--- config.mk ---
export PLATFORM = sky130hd
export DESIGN_NAME = id_exe_pipe_reg
export DESIGN_NICKNAME = d
export VERILOG_FILES = /design/src/rtl/id_exe_pipe_reg.sv
export SDC_FILE = /design/constraint.sdc
export NUM_CORES = 1
export LEC_CHECK = 0
export ABC_AREA = 1
export BUFFER_PORTS_ARGS = -buffer_cell sky130_fd_sc_hd__buf_2
export CELL_PAD_IN_SITES_DETAIL_PLACEMENT = 0
export CELL_PAD_IN_SITES_GLOBAL_PLACEMENT = 1
export CORE_ASPECT_RATIO = 1.1
export CORE_MARGIN = 1.5
export CORE_UTILIZATION = 34
export CTS_BUF_LIST = sky130_fd_sc_hd__clkbuf_4 sky130_fd_sc_hd__clkbuf_8
export CTS_CLUSTER_DIAMETER = 200
export DETAILED_ROUTE_END_ITERATION = 8
export PLACE_DENSITY = 0.86
export REMOVE_ABC_BUFFERS = 1
export SLEW_MARGIN = 30
export SYNTH_ARGS = -nofsm -noshare
export SYNTH_HDL_FRONTEND = slang
export SYNTH_SLANG_ARGS = --single-unit
--- constraint.sdc ---
create_clock -name clk -period 3.08 [get_ports clk]
set_input_delay 0.154 -clock clk [delete_from_list [all_inputs] [get_ports clk]]
set_output_delay 0.154 -clock clk [all_outputs]
set_load 0.05 [all_outputs]
--- src/rtl/id_exe_pipe_reg.sv ---
`default_nettype none
// id_exe_pipe_reg: decode-to-execute pipeline register with freeze, flush/hazard bubbles
// and a saturating bubble counter.  Rev 1.0
module id_exe_pipe_reg #(
  parameter int DATA_W = 32,
  parameter int CNT_W  = 16
) (
  input  logic              clk,
  input  logic              rst,
  input  logic              freeze,
  input  logic              flush,
  input  logic              hazard,
  input  logic              wb_en_in,
  input  logic              mem_r_en_in,
  input  logic              mem_w_en_in,
  input  logic              b_in,
  input  logic              s_in,
  input  logic [3:0]        exe_cmd_in,
  input  logic              imm_in,
  input  logic [DATA_W-1:0] pc_in,
  input  logic [DATA_W-1:0] val_rn_in,
  input  logic [DATA_W-1:0] val_rm_in,
  input  logic [11:0]       shift_operand_in,
  input  logic [23:0]       signed_imm24_in,
  input  logic [3:0]        dest_in,
  input  logic [3:0]        src1_in,
  input  logic [3:0]        src2_in,
  input  logic [3:0]        sr_in,
  output logic              wb_en_out,
  output logic              mem_r_en_out,
  output logic              mem_w_en_out,
  output logic              b_out,
  output logic              s_out,
  output logic [3:0]        exe_cmd_out,
  output logic              imm_out,
  output logic [DATA_W-1:0] pc_out,
  output logic [DATA_W-1:0] val_rn_out,
  output logic [DATA_W-1:0] val_rm_out,
  output logic [11:0]       shift_operand_out,
  output logic [23:0]       signed_imm24_out,
  output logic [3:0]        dest_out,
  output logic [3:0]        src1_out,
  output logic [3:0]        src2_out,
  output logic [3:0]        sr_out,
  output logic              valid_out,
  output logic [CNT_W-1:0]  bubble_cnt
);

  localparam logic [CNT_W-1:0] CNT_MAX = {CNT_W{1'b1}};

  logic bubble;
  assign bubble = flush | hazard;

  always_ff @(posedge clk) begin
    if (rst || (!freeze && bubble)) begin
      // A bubble clears the data fields too, so src1/src2 can never match a stale forward.
      wb_en_out         <= 1'b0;
      mem_r_en_out      <= 1'b0;
      mem_w_en_out      <= 1'b0;
      b_out             <= 1'b0;
      s_out             <= 1'b0;
      exe_cmd_out       <= 4'd0;
      imm_out           <= 1'b0;
      pc_out            <= '0;
      val_rn_out        <= '0;
      val_rm_out        <= '0;
      shift_operand_out <= 12'd0;
      signed_imm24_out  <= 24'd0;
      dest_out          <= 4'd0;
      src1_out          <= 4'd0;
      src2_out          <= 4'd0;
      sr_out            <= 4'd0;
      valid_out         <= 1'b0;
    end else if (!freeze) begin
      wb_en_out         <= wb_en_in;
      mem_r_en_out      <= mem_r_en_in;
      mem_w_en_out      <= mem_w_en_in;
      b_out             <= b_in;
      s_out             <= s_in;
      exe_cmd_out       <= exe_cmd_in;
      imm_out           <= imm_in;
      pc_out            <= pc_in;
      val_rn_out        <= val_rn_in;
      val_rm_out        <= val_rm_in;
      shift_operand_out <= shift_operand_in;
      signed_imm24_out  <= signed_imm24_in;
      dest_out          <= dest_in;
      src1_out          <= src1_in;
      src2_out          <= src2_in;
      sr_out            <= sr_in;
      valid_out         <= 1'b1;
    end
  end

  // Flush and hazard in the same cycle are one bubble, counted once.
  always_ff @(posedge clk) begin
    if (rst) begin
      bubble_cnt <= '0;
    end else if (!freeze && bubble && (bubble_cnt != CNT_MAX)) begin
      bubble_cnt <= bubble_cnt + 1'b1;
    end
  end

endmodule
`default_nettype wire

=== Yosys cells after proc, flatten, opt, wreduce, memory -nomap -nowiden ===
Index checks and enable logic that the tools add are counted.
Widths: inputs -> output; s select.

* Register bits: 175
* Bits of input ports: 163
* Word-level logic and storage cells: 25

* Add/subtract/negate cells: 1
* Equality and inequality tests: 1
* Bitwise logic cells: 1
* Reduce and logical (&&, ||, !) cells: 4

{| class="wikitable"
|+ Operators with widths
! cell !! number
|-
| $add 16x1->16 const B || 1
|-
| $ne 16x16->1 const B || 1
|-
| $logic_and 1x1->1 || 2
|-
| $logic_not 1->1 || 1
|-
| $logic_or 1x1->1 || 1
|-
| $or 1x1->1 || 1
|}

=== Depth between registers and ports, before layout ===
Gate-level depths: netlist of the first run.

* Word-level depth: 3
* Mapped depth: 10

=== Worst setup path before layout of the first run ===
Ideal clock, no wire load.

* Kind: register -> register
* Start point: register bubble_cnt[0]
* End point: register bubble_cnt[11]
* Setup time: 0.117 ns
* Arrival time: 1.628 ns
* Data required time: 2.963 ns
* Setup slack: 1.335 ns
* Stages on the path, launching flop included: 8
* Path buffers: 1
* Clock period less this slack: 1.745 ns
* Path through: dfxtp_1 > ha_1 > nand3_1 > inv_1 > nand4_2 > buf_6 > a21oi_1 > nor2_1

* Longest elaborated chain between the ends: 2

{| class="wikitable"
|+ Ends and longest elaborated chain
! element !! RTL line !! RTL
|-
| from (decl) || 46 || <nowiki>output logic [CNT_W-1:0] bubble_cnt</nowiki>
|-
| from (signal assigned) || 100 || <nowiki>bubble_cnt <= bubble_cnt + 1'b1;</nowiki>
|-
| parallel branches: the longest is 2 deep, another holds $add 16x1->16 || - ||
|}

Several ways; the timed one is not identified.
A chain may end at the register's enable or synchronous reset.

=== Worst setup path after layout of the first run ===
* Start point: register bubble_cnt[0]
* End point: register bubble_cnt[13]

The elaborated chain is that of the path after synthesis.

==> impl_metrics.csv, run 1 <==
group,metric,value,unit
status,status,"finished, final reports clean",
placement,dp_hpwl,13.1,mm
global_routing,overflow,0,
setup_path,critical_path_arrival,1.99,ns
cells_and_area,fin_area,10200,um2
power_and_ir_drop,p_per_area,492,nW/um2
logic_synthesis,seq_area_frac_synth,0.547,
global_routing,grt_pass1_vias,6841,
cells_and_area,seq_area,3500,um2
die,io_pins,338,
clock_network,post_cts_resized,0,
logic_synthesis,synth_area,6410,um2
power_and_ir_drop,switching_share,0.299,
route,avgRoutedWirePerCell,13.4,um
placement,placed_area,8180,um2
setup_path,setup.worst_path.start_class,"flip-flop",
global_routing,grt_pass1_wl,32.8,mm
route,route.detailed.drc,0,
power_and_ir_drop,pwr-share-clk,0.339,
die,rows,52,
power_and_ir_drop,pwr-share-seq,0.478,
timing,rsz0062_at_grt,"no",
setup_path,criticalPathCategory,"reg2reg",
timing,slew_headroom,0.405,
clock_network,clk_pin_slew_worst_paths,0.10,ns
placement,pre_cts_slack,1.37,ns
route,dr.first_iter.drc_count,497,
route,ant_nets,0,
cells_and_area,fillers,1672,
timing,finalClockSkew,0.00708,ns
die,die_w,134,um
die,dieArea,19700,um2
route,drt_wl_total,20.9,mm
power_and_ir_drop,p_switching,1.50,mW
placement,portBuffers,337,
run,maxCapViolCount,0,
power_and_ir_drop,leakagePower,4.82,nW
timing,setup_viol,0,
setup_path,r2r-start,"bubble_cnt[0]$_SDFFE_PP0P_",
global_routing,grt.total_usage,0.207,
timing,finalMaxSlewViolations,0,
timing,fin_crit,1.65,ns
power_and_ir_drop,irDropWorstVdd,0.308,mV
hold_path,holdPathStages,3,
logic_synthesis,ys_warn_count,0,
cells_and_area,final_util,0.553,
timing,fin_crit_sh,0.537,
power_and_ir_drop,p_comb_frac,0.184,
setup_path,crit_path_end_kind,"flip-flop",
die,die_h,147,um
logic_synthesis,synth-seq-cells,175,
global_routing,grt_max_degree,160,
route,via_per_inst,4.55,
logic_synthesis,synth_cell_types,25,
hold_path,min_to,"signed_imm24_out[3]$_SDFFE_PP0N_",
setup_path,regToRegSetupSlack,1.43,ns
die,initial_core_util,0.348,
setup_path,crit_required,3.42,ns
hold_path,hp-start,"freeze",
logic_synthesis,synthArstFlopShare,0,
global_routing,antenna_found_initial,1,
setup_path,reg2reg_to,"bubble_cnt[13]$_SDFFE_PP0P_",
logic_synthesis,ys.flop_type,"dfxtp_1",
clock_network,cts_setup_buffers,0,
logic_synthesis,syn_area_per_cell,7.63,um2
setup_path,worstSetupStartpoint,"bubble_cnt[0]$_SDFFE_PP0P_",
cells_and_area,nNetsFinal,1469,
route,dr.pass1.iters,4,
clock_network,cts_tree,"yes",
logic_synthesis,synth_enable_flop_cells,0,
clock_network,cts-root-buf,"clkbuf_8",
setup_path,crit_path_max_fanout,12,
clock_network,cts_buffers,17,
placement,gp_congestion,0.819,
cells_and_area,multiInputGateArea,2560,um2
cells_and_area,area_growth,59.0,%
logic_synthesis,postSynthCellCount,840,
cells_and_area,drive_gt1_frac,0.294,
timing,tns,0,ns
timing,whs,0.135,ns
timing,timing_hold_violations_final,0,
die,core-area,18400,um2
route,vias,7112,
hold_path,hold_path.class,"in2reg",
timing,tightest_slew,0.893,ns
clock_network,clock_latency,0.44,ns
power_and_ir_drop,p_int,3.51,mW
clock_network,cts_max_path_buffers,2,
timing,fmax,0.605,GHz
timing,fin_ws,1.43,ns
clock_network,clock_sinks,175,
setup_path,reg2reg_depth,6,
clock_network,cts_max_level,4,
-- synthesized netlist by cell type (2+ instances only) --
master / number / share of area
nand3_1: 15 / 0.012
inv_1: 13 / 0.0076
nand2_2: 4 / 0.0039
clkbuf_1: 19 / 0.011
a21oi_1: 169 / 0.13
nand2_1: 351 / 0.21
nand4_1: 4 / 0.0039
nor2_2: 3 / 0.0029
buf_2: 21 / 0.016
nor3_1: 2 / 0.0016
dfxtp_1: 175 / 0.55
buf_6: 4 / 0.0070
buf_1: 2 / 0.0012
nor2_1: 38 / 0.022
o21ai_0: 2 / 0.0016
nor2_4: 2 / 0.0035
buf_4: 8 / 0.0094
-- how the worst max path moves through the flow --
stage / end / slack (ns) / cells past startpoint
after floorplan: b_out$_SDFFE_PP0N_ / 0.32 / 4
after global placement: wb_en_out$_SDFFE_PP0N_ / 1.38 / 4
after detailed placement: pc_out[6]$_SDFFE_PP0N_ / 1.37 / 4
after CTS: bubble_cnt[13]$_SDFFE_PP0P_ / 1.42 / 6
after global routing: bubble_cnt[13]$_SDFFE_PP0P_ / 1.32 / 6
final: bubble_cnt[13]$_SDFFE_PP0P_ / 1.43 / 6
-- cell type report --
type                            count  area share
Clock buffer                       18      0.0237
Inverter                           16     0.00614
Antenna cell                        1    0.000246
Tap cell                          243      0.0299
Clock inverter                     14      0.0178
Multi-Input combinational cell    595       0.251
Timing Repair Buffer              500       0.327
Sequential cell                   175       0.344
-- registers in the layout, indices dropped and copies added, names as in the netlist, 12 cells and up --
register           count
val_rm_out            32
bubble_cnt            16
val_rn_out            32
pc_out                32
signed_imm24_out      24
shift_operand_out     12
-- layer usage --
layer,vias up,global-route usage,wire length [um]
li1,3611,-,-
met1,3194,0.231,8360
met2,250,0.354,10200
met3,57,0.0711,1490
met4,0,0.0967,832
met5,-,0,0
-- layout by cell type, fill, tap and decap left out, drive strengths merged --
cell | synthesis | layout
nor3 | 2 | 2
buf | 35 | 342
a31oi | 1 | 1
dlygate4sd3 | 0 | 158
ha | 1 | 1
inv | 15 | 19
clkinv | 1 | 6
nand2 | 356 | 356
nand3 | 15 | 15
bufinv | 0 | 3
nor2 | 43 | 43
a21oi | 169 | 169
nand4 | 5 | 5
clkbuf | 19 | 18
clkinvlp | 0 | 2
o21ai | 3 | 3
diode | 0 | 1
dfxtp | 175 | 175
-- power by group through the flow --
stage / logic (mW) / registers [mW] / clock network, mW
after global placement: 0.756 / 2.44 / 0
after CTS: 0.918 / 2.39 / 1.76
final: 0.919 / 2.39 / 1.70
after detailed placement: 0.760 / 2.44 / 0
after global routing: 0.981 / 2.40 / 1.85
after floorplan: 0.169 / 2.75 / 0
-- critical path: stages (launching register included) --
cell     delay [ns]
dfxtp_1        0.42
ha_1           0.21
nand3_1        0.14
inv_1          0.14
nand4_2        0.33
a21oi_1        0.25
nor2_1         0.06
-- through the flow --
step | power, mW | cells
final | 5.01 | 1562
after global routing | 5.23 | 1562
after CTS | 5.07 | 1561
after detailed placement | 3.20 | 1371
after global placement | 3.20 | 1371
after floorplan | 2.92 | 786
-- repair_timing --
item | CTS | global route
endpoints found under the setup margin | 0 | 0
hold endpoints to repair | 158 | 0
hold buffers | 158 | 0
-- cells by family (layout without fill, tap and decap cells) --
kind of cell             count (synthesis)  count (layout)  share of synthesized area
flip-flops                             175             175                      0.547
adder cells (fa/ha/maj)                  1               1                    0.00195
AO/OA/AOI/OAI                          173             173                      0.137
other                                    0               1                          0
buffers and inverters                   70             548                     0.0549
AND/OR/NAND/NOR                        421             421                      0.259
Power figures use the tool's default switching activity.
==> run 2, diff against run 1 <==
--- a/config.mk
+++ b/config.mk
@@ -11,11 +11,11 @@
 export CELL_PAD_IN_SITES_GLOBAL_PLACEMENT = 1
 export CORE_ASPECT_RATIO = 1.1
 export CORE_MARGIN = 1.5
-export CORE_UTILIZATION = 34
+export CORE_UTILIZATION = 32
 export CTS_BUF_LIST = sky130_fd_sc_hd__clkbuf_4 sky130_fd_sc_hd__clkbuf_8
 export CTS_CLUSTER_DIAMETER = 200
 export DETAILED_ROUTE_END_ITERATION = 8
-export PLACE_DENSITY = 0.86
+export PLACE_DENSITY = 0.82
 export REMOVE_ABC_BUFFERS = 1
 export SLEW_MARGIN = 30
 export SYNTH_ARGS = -nofsm -noshare
==> constraint.sdc (replaced) <==
create_clock -name clk -period 1.6 [get_ports clk]
set_input_delay 0.08 -clock clk [delete_from_list [all_inputs] [get_ports clk]]
set_output_delay 0.08 -clock clk [all_outputs]
set_load 0.05 [all_outputs]
==> run 2 against run 1 <==
Clock power rose by 80%. Sequential cell count did not move. Wire length rose by 4.5%. Global-route usage fell by 0.56 points. Worst setup slack got worse by 1.2 ns. Core utilization fell by 3.2 points. Hold slack got worse by 0.0042 ns.
==> impl_metrics.csv, run 2 (same netlist as run 1, synthesis figures left out) <==
group,metric,value,unit
setup_path,crit_required,1.96,ns
die,core-area,19700,um2
timing,rsz0062_at_grt,"no",
cells_and_area,area_growth,60.6,%
global_routing,grt_pass1_wl,33.1,mm
timing,fin_crit,1.41,ns
cells_and_area,layout_common_cells,"nand2_1, buf_2, dfxtp_1",
clock_network,cts_buffers,17,
cells_and_area,drive_gt1_frac,0.302,
timing,fmax,0.707,GHz
setup_path,crit_path_end_kind,"flip-flop",
die,die_w,138,um
run,maxCapViolCount,0,
setup_path,critical-path-top-delay-family,"simple AND/OR/NAND/NOR gates",
placement,place_inst,1388,
timing,slew_headroom,0.607,
route,vias,7191,
setup_path,critical_path_arrival,1.77,ns
clock_network,clk_pin_slew_worst_paths,0.10,ns
clock_network,cts-root-buf,"clkbuf_8",
route,ant_nets,0,
clock_network,cts_tree,"yes",
cells_and_area,top_regs,"pc_out x32, val_rm_out x32, val_rn_out x32",
timing,finalMaxSlewViolations,0,
timing,tightest_slew,0.590,ns
clock_network,clock_sinks,175,
cells_and_area,fin_cells,1578,
route,avgRoutedWirePerCell,13.8,um
route,dr.first_iter.drc_count,324,
power_and_ir_drop,irDropWorstVdd,0.483,mV
route,drt_wl_total,21.8,mm
global_routing,grt.total_usage,0.201,
timing,finalClockSkew,0.00668,ns
cells_and_area,antenna_cells,0,
timing,fin_crit_sh,0.884,
setup_path,criticalPathCategory,"reg2reg",
power_and_ir_drop,p_per_area,921,nW/um2
placement,gp_congestion,0.794,
route,dr.pass1.iters,4,
cells_and_area,final_common_cell,"nand2_1",
global_routing,use_met1,0.229,
setup_path,setup.worst_path.start_class,"flip-flop",
clock_network,cts_max_path_buffers,2,
die,io_pins,338,
timing,timing_hold_violations_final,0,
global_routing,busiest_layer,"met2",
global_routing,overflow,0,
global_routing,grt_pass1_vias,6903,
global_routing,antenna_found_initial,0,
placement,dp_hpwl,13.9,mm
cells_and_area,fin_area,10300,um2
clock_network,cts_max_level,4,
setup_path,max_stage_delay,0.36,ns
global_routing,met3_usage,0.0653,
route,route.detailed.drc,0,
placement,portBuffers,337,
die,die_h,151,um
cells_and_area,seq_area,3510,um2
placement,placed_area,8310,um2
die,dieArea,20900,um2
hold_path,hold_path.class,"in2reg",
route,via_per_inst,4.56,
cells_and_area,nNetsFinal,1477,
power_and_ir_drop,leakagePower,4.88,nW
clock_network,clock_latency,0.45,ns
setup_path,cp_slowest_cell,"dfxtp_2",
timing,setup_viol,0,
die,initial_core_util,0.325,
cells_and_area,multiInputGateArea,2560,um2
die,rows,54,
global_routing,grtUsageMet2,0.351,
setup_path,crit_path_max_fanout,4,
global_routing,grt_max_degree,134,
cells_and_area,fillers,1940,
status,status,"finished, final reports clean",
setup_path,worst-path-buf-inv,0,
setup_path,crit_chain,"ha_1 > nand3_1 > nor2_1 > nand2_1 > nor2_2 > nand3_1 > nand2_1 > nor2_1",
run 2: cell count changes in the layout (fill, tap and decap cells not counted), moves of 2 or more:
| cell | previous run | this run |
|---|---|---|
| buf_12 | 2 | 7 |
| inv_6 | 2 | 6 |
| buf_4 | 4 | 7 |
| bufinv_16 | 3 | 0 |
| dfxtp_1 | 175 | 172 |
| dfxtp_2 | 0 | 3 |
| clkinvlp_4 | 2 | 0 |
| inv_8 | 2 | 4 |
run 2: worst paths after layout:
check | start | endpoint | slack [ns] | cells after the start
setup / recovery | bubble_cnt[1]$_SDFFE_PP0P_ | bubble_cnt[10]$_SDFFE_PP0P_ | 0.19 | 8
hold / removal | freeze | bubble_cnt[0]$_SDFFE_PP0P_ | 0.13 | 5
setup reg to reg | bubble_cnt[1]$_SDFFE_PP0P_ | bubble_cnt[10]$_SDFFE_PP0P_ | 0.19 | 8
hold reg to reg | pc_out[24]$_SDFFE_PP0N_ | pc_out[24]$_SDFFE_PP0N_ | 0.46 | 2
run 2: final cells by class:
cell class / count / share of cell area
sequential: 175 / 0.341
multi-input combinational: 595 / 0.249
timing repair buffer: 508 / 0.336
clock inverter: 14 / 0.0133
tap: 252 / 0.0306
inverter: 16 / 0.00608
clock buffer: 18 / 0.0241
run 2: where the power goes:
part           total [mW]  internal (mW)  switching [mW]
clock                3.06           1.21            1.85
combinational        1.82          0.671            1.15
sequential           4.60           4.52          0.0806
run 2: timing repair:
action,in CTS,in global routing
endpoints found under the setup margin,0,10
resized for setup,0,5
hold endpoints to repair,158,0
buffers inserted,0,0
hold buffers,158,0
run 2: worst reg2reg max path: cells and delay by family, from the launching register on:
family	cells	cell delay, ns
fa+ha+maj	1	0.16
flops	1	0.36
simple gates	7	0.80
run 2: stage by stage:
step	setup TNS (ns)	total power, mW	worst slack (ns)	hold WS (ns)	util
2_1_floorplan	-175.02	5.62	-1.09	0.220	-
4_1_cts	0	9.61	0.0374	0.112	0.521
3_3_place_gp	0	6.20	0.102	0.329	0.421
5_1_grt	0	9.94	0.00836	0.113	0.522
3_5_place_dp	0	6.21	0.0572	0.333	0.421
6_report	0	9.48	0.186	0.131	0.522
run 2: layer usage:
| metal | vias up | share of wire |
|---|---|---|
| li1 | 3624 | - |
| met1 | 3303 | 0.41 |
| met2 | 224 | 0.50 |
| met3 | 40 | 0.063 |
| met4 | 0 | 0.026 |
| met5 | - | 0 |
